==> src/rtl/uart_pkg.sv <==
// rtl/uart_pkg.sv - shared types and register map for the MMIO UART transmitter
package uart_pkg;

  typedef enum logic [1:0] {
    TX_IDLE  = 2'd0,
    TX_START = 2'd1,
    TX_DATA  = 2'd2,
    TX_STOP  = 2'd3
  } uart_tx_state_t;

  localparam logic [31:0] UART_DATA_OFS   = 32'd0;
  localparam logic [31:0] UART_STATUS_OFS = 32'd1;

  localparam int ST_BUSY      = 0;
  localparam int ST_FULL      = 1;
  localparam int ST_EMPTY     = 2;
  localparam int ST_OVF       = 3;
  localparam int ST_COUNT_LSB = 8;

endpackage

==> src/rtl/sync_fifo.sv <==
// rtl/sync_fifo.sv - single-clock FIFO with extra-MSB pointers for full/empty
module sync_fifo #(
  parameter int WIDTH = 8,
  parameter int DEPTH = 8
) (
  input  logic                     clk,
  input  logic                     rst_n,
  input  logic                     push,
  input  logic [WIDTH-1:0]         push_data,
  input  logic                     pop,
  output logic [WIDTH-1:0]         pop_data,
  output logic                     full,
  output logic                     empty,
  output logic [$clog2(DEPTH):0]   count
);
  localparam int AW = $clog2(DEPTH);

  logic [WIDTH-1:0] mem [DEPTH];
  logic [AW:0]      wr_ptr;
  logic [AW:0]      rd_ptr;
  logic             do_push;
  logic             do_pop;

  // A push into a full FIFO is still taken when a pop frees the slot in the same cycle.
  assign do_pop   = pop && !empty;
  assign do_push  = push && (!full || do_pop);
  assign empty    = (wr_ptr == rd_ptr);
  assign full     = (wr_ptr[AW] != rd_ptr[AW]) && (wr_ptr[AW-1:0] == rd_ptr[AW-1:0]);
  assign count    = wr_ptr - rd_ptr;
  assign pop_data = mem[rd_ptr[AW-1:0]];

  always_ff @(posedge clk or negedge rst_n) begin
    if (!rst_n) begin
      wr_ptr <= '0;
      rd_ptr <= '0;
    end else begin
      if (do_push) wr_ptr <= wr_ptr + 1'b1;
      if (do_pop)  rd_ptr <= rd_ptr + 1'b1;
    end
  end

  always_ff @(posedge clk) begin
    if (do_push) mem[wr_ptr[AW-1:0]] <= push_data;
  end

endmodule

==> src/rtl/uart_tx_mmio.sv <==
// rtl/uart_tx_mmio.sv - store-port UART transmitter: register decode plus 8N1 serializer
module uart_tx_mmio
  import uart_pkg::*;
#(
  parameter int          CLOCK_DIVIDE = 1,
  parameter int          DEPTH        = 8,
  parameter logic [31:0] BASE         = 32'hF000_0000
) (
  input  logic        clk,
  input  logic        rst_n,
  input  logic        write_enable,
  input  logic [31:0] addr,
  input  logic [31:0] write_data,
  output logic [31:0] read_data,
  output logic        tx,
  output logic        irq
);
  localparam int          DW          = (CLOCK_DIVIDE > 1) ? $clog2(CLOCK_DIVIDE) : 1;
  localparam int          CW          = $clog2(DEPTH) + 1;
  localparam logic [DW-1:0] DIV_LAST  = DW'(CLOCK_DIVIDE - 1);
  localparam logic [31:0] DATA_ADDR   = BASE + UART_DATA_OFS;
  localparam logic [31:0] STATUS_ADDR = BASE + UART_STATUS_OFS;

  uart_tx_state_t state;
  logic [DW-1:0]  div_cnt;
  logic [2:0]     bit_cnt;
  logic [7:0]     shift;
  logic           overflow;
  logic           fifo_full;
  logic           fifo_empty;
  logic [CW-1:0]  fifo_count;
  logic [7:0]     fifo_data;
  logic           data_wr;
  logic           push_ok;
  logic           ovf_clr;
  logic           bit_done;
  logic           pop;
  logic           unused_write_bits;

  assign data_wr  = write_enable && (addr == DATA_ADDR);
  assign ovf_clr  = write_enable && (addr == STATUS_ADDR) && write_data[ST_OVF];
  assign bit_done = (div_cnt == DIV_LAST);
  // Pop on the last stop cycle so consecutive frames abut with no idle bit.
  assign pop      = !fifo_empty && ((state == TX_IDLE) || ((state == TX_STOP) && bit_done));
  assign push_ok  = data_wr && (!fifo_full || pop);
  assign unused_write_bits = ^write_data[31:8];

  sync_fifo #(
    .WIDTH (8),
    .DEPTH (DEPTH)
  ) u_fifo (
    .clk       (clk),
    .rst_n     (rst_n),
    .push      (push_ok),
    .push_data (write_data[7:0]),
    .pop       (pop),
    .pop_data  (fifo_data),
    .full      (fifo_full),
    .empty     (fifo_empty),
    .count     (fifo_count)
  );

  always_ff @(posedge clk or negedge rst_n) begin
    if (!rst_n) begin
      state   <= TX_IDLE;
      div_cnt <= '0;
      bit_cnt <= '0;
      shift   <= '0;
    end else begin
      case (state)
        TX_IDLE: begin
          if (pop) begin
            state   <= TX_START;
            shift   <= fifo_data;
            div_cnt <= '0;
          end
        end
        TX_START: begin
          if (bit_done) begin
            state   <= TX_DATA;
            div_cnt <= '0;
            bit_cnt <= '0;
          end else begin
            div_cnt <= div_cnt + DW'(1);
          end
        end
        TX_DATA: begin
          if (bit_done) begin
            div_cnt <= '0;
            shift   <= {1'b0, shift[7:1]};
            if (bit_cnt == 3'd7) state <= TX_STOP;
            else                 bit_cnt <= bit_cnt + 3'd1;
          end else begin
            div_cnt <= div_cnt + DW'(1);
          end
        end
        TX_STOP: begin
          if (bit_done) begin
            div_cnt <= '0;
            if (pop) begin
              state <= TX_START;
              shift <= fifo_data;
            end else begin
              state <= TX_IDLE;
            end
          end else begin
            div_cnt <= div_cnt + DW'(1);
          end
        end
        default: state <= TX_IDLE;
      endcase
    end
  end

  // A dropped push in the same cycle as a clear leaves overflow set.
  always_ff @(posedge clk or negedge rst_n) begin
    if (!rst_n)                  overflow <= 1'b0;
    else if (data_wr && !push_ok) overflow <= 1'b1;
    else if (ovf_clr)            overflow <= 1'b0;
  end

  always_comb begin
    tx = 1'b1;
    if (state == TX_START)     tx = 1'b0;
    else if (state == TX_DATA) tx = shift[0];
  end

  assign irq = fifo_empty && (state == TX_IDLE);

  always_comb begin
    read_data = '0;
    if (addr == STATUS_ADDR) begin
      read_data[ST_BUSY]           = (state != TX_IDLE);
      read_data[ST_FULL]           = fifo_full;
      read_data[ST_EMPTY]          = fifo_empty;
      read_data[ST_OVF]            = overflow;
      read_data[ST_COUNT_LSB +: 8] = 8'(fifo_count);
    end
  end

endmodule

==> config.mk <==
export PLATFORM = sky130hd
export DESIGN_NAME = uart_tx_mmio
export DESIGN_NICKNAME = d
export VERILOG_FILES = /design/src/rtl/uart_pkg.sv /design/src/rtl/sync_fifo.sv /design/src/rtl/uart_tx_mmio.sv
export SDC_FILE = /design/constraint.sdc
export NUM_CORES = 1
export LEC_CHECK = 0
export CORE_MARGIN = 4
export CORE_UTILIZATION = 48
export CTS_BUF_LIST = sky130_fd_sc_hd__clkbuf_2 sky130_fd_sc_hd__clkbuf_4 sky130_fd_sc_hd__clkbuf_8
export DETAILED_ROUTE_END_ITERATION = 8
export HOLD_SLACK_MARGIN = 0.1
export PLACE_DENSITY = 0.81
export SLEW_MARGIN = 5
export SYNTH_ARGS = -nofsm -noshare
export SYNTH_HDL_FRONTEND = slang
export SYNTH_SLANG_ARGS = --single-unit
==> constraint.sdc <==
create_clock -name clk -period 3.4 [get_ports clk]
set_input_delay 0.68 -clock clk [delete_from_list [all_inputs] [get_ports clk]]
set_output_delay 0.68 -clock clk [all_outputs]
set_load 0.01 [all_outputs]
* After elaboration in Yosys (flattened, before gate mapping)
Memory sizes are Yosys's and may differ from the RTL's.
Cells that the tools add are included.
** Word-level totals
- Memories :: 1
- Input bits :: 67
- Output and inout bits :: 34
- Bits in writable memories :: 64
- Bits in registers :: 23
- Logic and storage cells :: 81
** Operators by class
- Add/subtract/negate cells :: 5
- Reduce and logical (&&, ||, !) cells :: 26
- Equal/unequal tests :: 15
- Bitwise operators :: 1
- Multiplexer cells :: 26
** Memory list
- u_fifo.mem :: words 8, bits a word 8, rd ports 1, clocked after memory_dff 0, write ports 1, line sync_fifo.sv:18 : logic [WIDTH-1:0] mem [DEPTH];
** Operators with widths (number)
- == test 32 bit (second input constant) :: 2
- 2-to-1 mux 8 bit :: 3
- case mux 8 bit (3 select lines) :: 1
- inequality test 2 bit (second input constant) :: 6
- logical AND 1 bit :: 11
- 2-to-1 mux 2 bit :: 5
- 2-to-1 mux 1 bit :: 9
- 2-to-1 mux 3 bit :: 3
- adder 4 x 1 -> 4 bit (second input constant) :: 2
- 2-to-1 mux 4 bit :: 2
- case mux 2 bit (4 select lines) :: 1
- case mux 3 bit (2 select lines) :: 1
- nonzero test 2 bit :: 3
- AND reduction 5 bit :: 1
- == test 2 bit (second input constant) :: 2
- == test 4 bit :: 1
- AND reduction 4 bit :: 1
- subtractor 4 bit :: 1
- adder 3 x 1 -> 3 bit (second input constant) :: 1
- == test 3 bit :: 1
- == test 3 bit (second input constant) :: 1
- zero test 1 bit :: 3
- logical OR 1 bit :: 3
- AND reduction 3 bit :: 1
- 8 further kinds :: 8

* Depth between registers and ports, before layout
- Depth after elaboration :: 9
- Gate-level depth with buffers :: 8
- Depth with buffers taken out :: 6

* By module
From an unflattened synthesis, not the netlist that was laid out.
** Second synthesis, totals
- Cell total of the unflattened synthesis :: 292
- Area, all modules :: 4117.7 sq um
** Modules (own cells, without submodules)
- sync_fifo :: times used 1, cells each 169, area each 2979.1 sq um, sequential area each 2122.0 sq um
- uart_tx_mmio :: times used 1, cells each 123, area each 1138.6 sq um, sequential area each 350.3 sq um

* Worst setup path after synthesis
OpenSTA, ideal clock, no wires.
- Path kind :: register to register
- From :: reg u_fifo.rd_ptr[1]
- To :: mem u_fifo.mem[4][0] (enable)
- Stages on the path, launching flop included :: 8
- Library setup time :: 395 ps
- Setup slack :: 529 ps
- Arrival time :: 2477 ps
- Required time :: 3005 ps
- Path buffers :: 1
- Clock period less this slack :: 2871 ps
- Cells stage by stage :: dfrtp_1 -> buf_2 -> inv_1 -> ha_1 -> and3_1 -> nand3_1 -> nand4b_1 -> nor4_1
** On the way
- Longest elaborated chain between the ends :: 8
- Elaborated cells on any way between the ends :: 13
- Those cells by class :: eq/ne: 2; mux: 2; reduce/logical: 9
** Ends and longest elaborated chain
- start: declaration :: line sync_fifo.sv:20 : logic [AW:0] rd_ptr;
- start signal: assignment :: line sync_fifo.sv:38 : if (do_pop) rd_ptr <= rd_ptr + 1'b1;
- == test 4 bit or == test 3 bit (tied branches) :: line sync_fifo.sv:27, sync_fifo.sv:28
- zero test 1 bit or logical AND 1 bit (tied branches) :: line sync_fifo.sv:25, uart_tx_mmio.sv:44, sync_fifo.sv:28
- logical AND 1 bit or zero test 1 bit (tied branches) :: line uart_tx_mmio.sv:44, sync_fifo.sv:26, uart_tx_mmio.sv:45
- logical OR 1 bit or logical AND 1 bit (tied branches) :: line uart_tx_mmio.sv:45, sync_fifo.sv:25
- logical AND 1 bit or logical OR 1 bit (tied branches) :: line uart_tx_mmio.sv:45, sync_fifo.sv:26
- logical AND 1 bit * :: line sync_fifo.sv:26 : assign do_push = push && (!full || do_pop);
- 2-to-1 mux 1 bit * :: line sync_fifo.sv:43 : if (do_push) mem[wr_ptr[AW-1:0]] <= push_data;
- 2-to-1 mux 1 bit (implied by the code) * :: line sync_fifo.sv:43
- end: declaration :: line sync_fifo.sv:18
Mark *: on every way between the ends. The rest lies on a longest branch, timed or not.

* Worst setup path after layout
- From :: in addr[5]
- To :: out read_data[3]
** On the way
- Longest elaborated chain between the ends :: 2
** Ends and longest elaborated chain
- start: declaration :: line uart_tx_mmio.sv:12 : input logic [31:0] addr,
- == test 32 bit :: line uart_tx_mmio.sv:132 : if (addr == STATUS_ADDR) begin
- 2-to-1 mux 4 bit :: line uart_tx_mmio.sv:132
- end: declaration :: line uart_tx_mmio.sv:14 : output logic [31:0] read_data,
Every way passes these cells.

==> reports/results.tsv <==
metric	value	unit
status	completed	
initial core utilization	50.2	%
drt wl/cell	17.0	um
placed cell count	467	
worst vdd ir	0.422	mV
Reg-to-Reg Start	u_fifo.wr_ptr[0]	
via count	2590	
worst reg-to-reg path cell count	7	
antenna fix cells	0	
Hold Buf Count CTS	0	
Ports	101	
initial antenna violation count	0	
CP endpoint kind	primary output	
crit share post-route	97.2	%
Reg2Reg Setup Slack	910	ps
Worst-path clk slew	80	ps
Worst R2R End	u_fifo.mem[4][6]	
largest net degree at the start of global routing	27	
Non-Filler Instances	486	
Clock power frac	28.3	%
1st-pass router iterations	4	
EDFF count, synth	64	
Main synth FF type	edfxtp_1	
CP startpoint kind	input pin	
crit path capture	read_data[3]	
Core ar.	0.00838	mm2
Worst Path Arrival	2630	ps
Crit. Startpoint	addr[5]	
Port Buf Inserts	52	
Final Max Slew Viols	0	
CTS sink cnt	86	
Slew @ Worst Pin	982	ps
Post-Syn Instances	302	
routed metal-1 wirelength	3.40	mm
CP max stage delay	550	ps
CP max FO	5	
max layer used	met4	
syn avg cell area	13.9	um2
area delta synth->final	21.1	%
Worst-Skew Late Latency	350	ps
GP Congestion	0.820	
Setup CP Type	input pin to primary output	
most common cell after layout, fill and taps aside	edfxtp_1	
Final min period	3310	ps
clock tree buffer depth	2	
Final Util	60.8	%
Starting DRT DRC Count	120	
slew margin rel.	34.3	%
CTS tree	done	
min-delay worst type	flop to flop	
register bit total from synthesis	86	
final hold violation count	0	
layout net count	455	
cell at the slowest stage of the critical path	clkdlybuf4s50_1	
met2 WL	4.43	mm
vias in the first global route	2650	
most frequent cells in the layout	edfxtp_1, clkdlybuf4s50_1, conb_1	
H-tree depth	3	
register area share after synthesis	58.8	%
Root Driver	clkbuf_8	
Comb pwr share	26.0	%
most frequent cell on the critical path	clkdlybuf4s50_1	
final setup vio count	0	
GRT Total Usage	17.0	%
Max Freq	302	MHz
ys async rst share	25.6	%
row count	33	
die area	0.0103	mm2
met3 wire length	316	um
Worst Clk Skew	9.28	ps
setup_tns	0	ps
sequential power share	45.7	%
global route total overflow	0	
Pwr Total	2.59	mW
DP HPWL	6.14	mm
RSZ-0062 raised after global routing	no	
Leak	2.00	nW
DIE WIDTH	102	um
DRC	0	
CTS Buf Count	9	
Via-to-Cell Ratio	5.33	
cell breakdown of the critical path	clkdlybuf4s50_1, nor4_4, nand2_1, or3_4, nor2_1, clkdlybuf4s50_1	
Cell Int Power	1.82	mW
Synth Warn #	0	
layout cells sized above 1	20.2	%
area of the mapped netlist	0.00421	mm2
Total Wirelength	8.26	mm
Fill cells	613	
Die Height	102	um
data required time at the worst endpoint	2720	ps
maxcap violations	0	
sw frac	29.7	%
Cell variety after synth	50	
post-route ant nets	0	
switching power	0.769	mW
first-pass GRT wire length	13.2	mm
PD cells	508	mW/mm2
-- power by group through the flow --
stage                     Clock (mW)  Sequential [mW]  Combinational [mW]
after CTS                      0.750             1.18               0.678
after detailed placement           0             1.21               0.674
after global routing           0.802             1.19               0.762
after floorplan                    0             1.20               0.486
final                          0.733             1.18               0.674
after global placement             0             1.21               0.647
-- worst min path at each step --
stage | start | end | slack, ps | cells past startpoint
2_1_floorplan | rst_n | bit_cnt[0] | 380 | 0
3_3_place_gp | overflow | overflow | 480 | 2
3_5_place_dp | overflow | overflow | 490 | 2
4_1_cts | overflow | overflow | 510 | 2
5_1_grt | shift[0] | shift[0] | 540 | 1
6_report | overflow | overflow | 520 | 2
-- through the flow --
stage,hold slack [ps],worst slack [ps],area [um2]
after floorplan,384,529,4290
after global placement,482,-100,4830
after detailed placement,495,-145,4830
after CTS,514,12.5,5040
after global routing,543,27.1,5090
final,517,93.8,5090
-- flip-flops by register name, indices dropped and copies added (netlist names) --
signal	count
shift	8
overflow	1
bit_cnt	3
u_fifo.wr_ptr	4
state	2
u_fifo.mem	64
u_fifo.rd_ptr	4
-- cells in the mapped netlist, drive strengths merged (2+ instances only) --
library cell / number / area [um2]
nand3: 5 / 25.0
a21oi: 5 / 36.3
mux2: 22 / 251
nor4b: 5 / 56.3
clkbuf: 2 / 7.51
o22ai: 9 / 62.6
nor4: 14 / 106
dfrtp: 22 / 551
xnor2: 6 / 52.6
edfxtp: 64 / 1920
nand2b: 2 / 12.5
o31ai: 3 / 22.5
ha: 11 / 138
nor3: 3 / 25.0
mux4: 9 / 206
inv: 14 / 52.6
and3: 3 / 18.8
nor2: 8 / 30.0
o21ai: 22 / 114
buf: 32 / 248
nand2: 20 / 75.1
xor2: 4 / 42.6
mux2i: 3 / 30.0
or2: 2 / 12.5
-- layout make-up --
| type | count | area [um2] | share of cell area, % |
|---|---|---|---|
| multi-input cells | 191 | 1530 | 30.1 |
| flip-flops and latches | 86 | 2470 | 48.5 |
| repair buffers | 74 | 699 | 13.7 |
| clock inverters | 6 | 75.1 | 1.47 |
| clock buffers | 10 | 131 | 2.58 |
| inverters | 14 | 52.6 | 1.03 |
| well taps | 105 | 131 | 2.58 |
-- critical path, delay by kind of cell --
kind          cells  cell delay, ps
buf+inv           2             990
simple gates      4             950
-- layer usage --
layer,track usage [%],vias to the layer above
met5,0,-
met4,6.13,0
met3,2.69,10
met2,29.5,59
met1,21.6,1282
li1,-,1239
-- what timing repair did --
action | CTS | global route
buffers inserted | 0 | 3
gates resized for setup | 2 | 8
endpoints found under the setup margin | 8 | 7
gates cloned | 0 | 0
pin swaps | 0 | 2
-- cell families after synthesis --
family	share of synthesized area, %
compound gates	6.40
xor+xnor	2.26
fa+ha+maj	3.75
buf+inv	7.32
flops	58.8
mux	11.6
other cells	0.0891
simple gates	9.82
(Power assumes the default switching activity.)
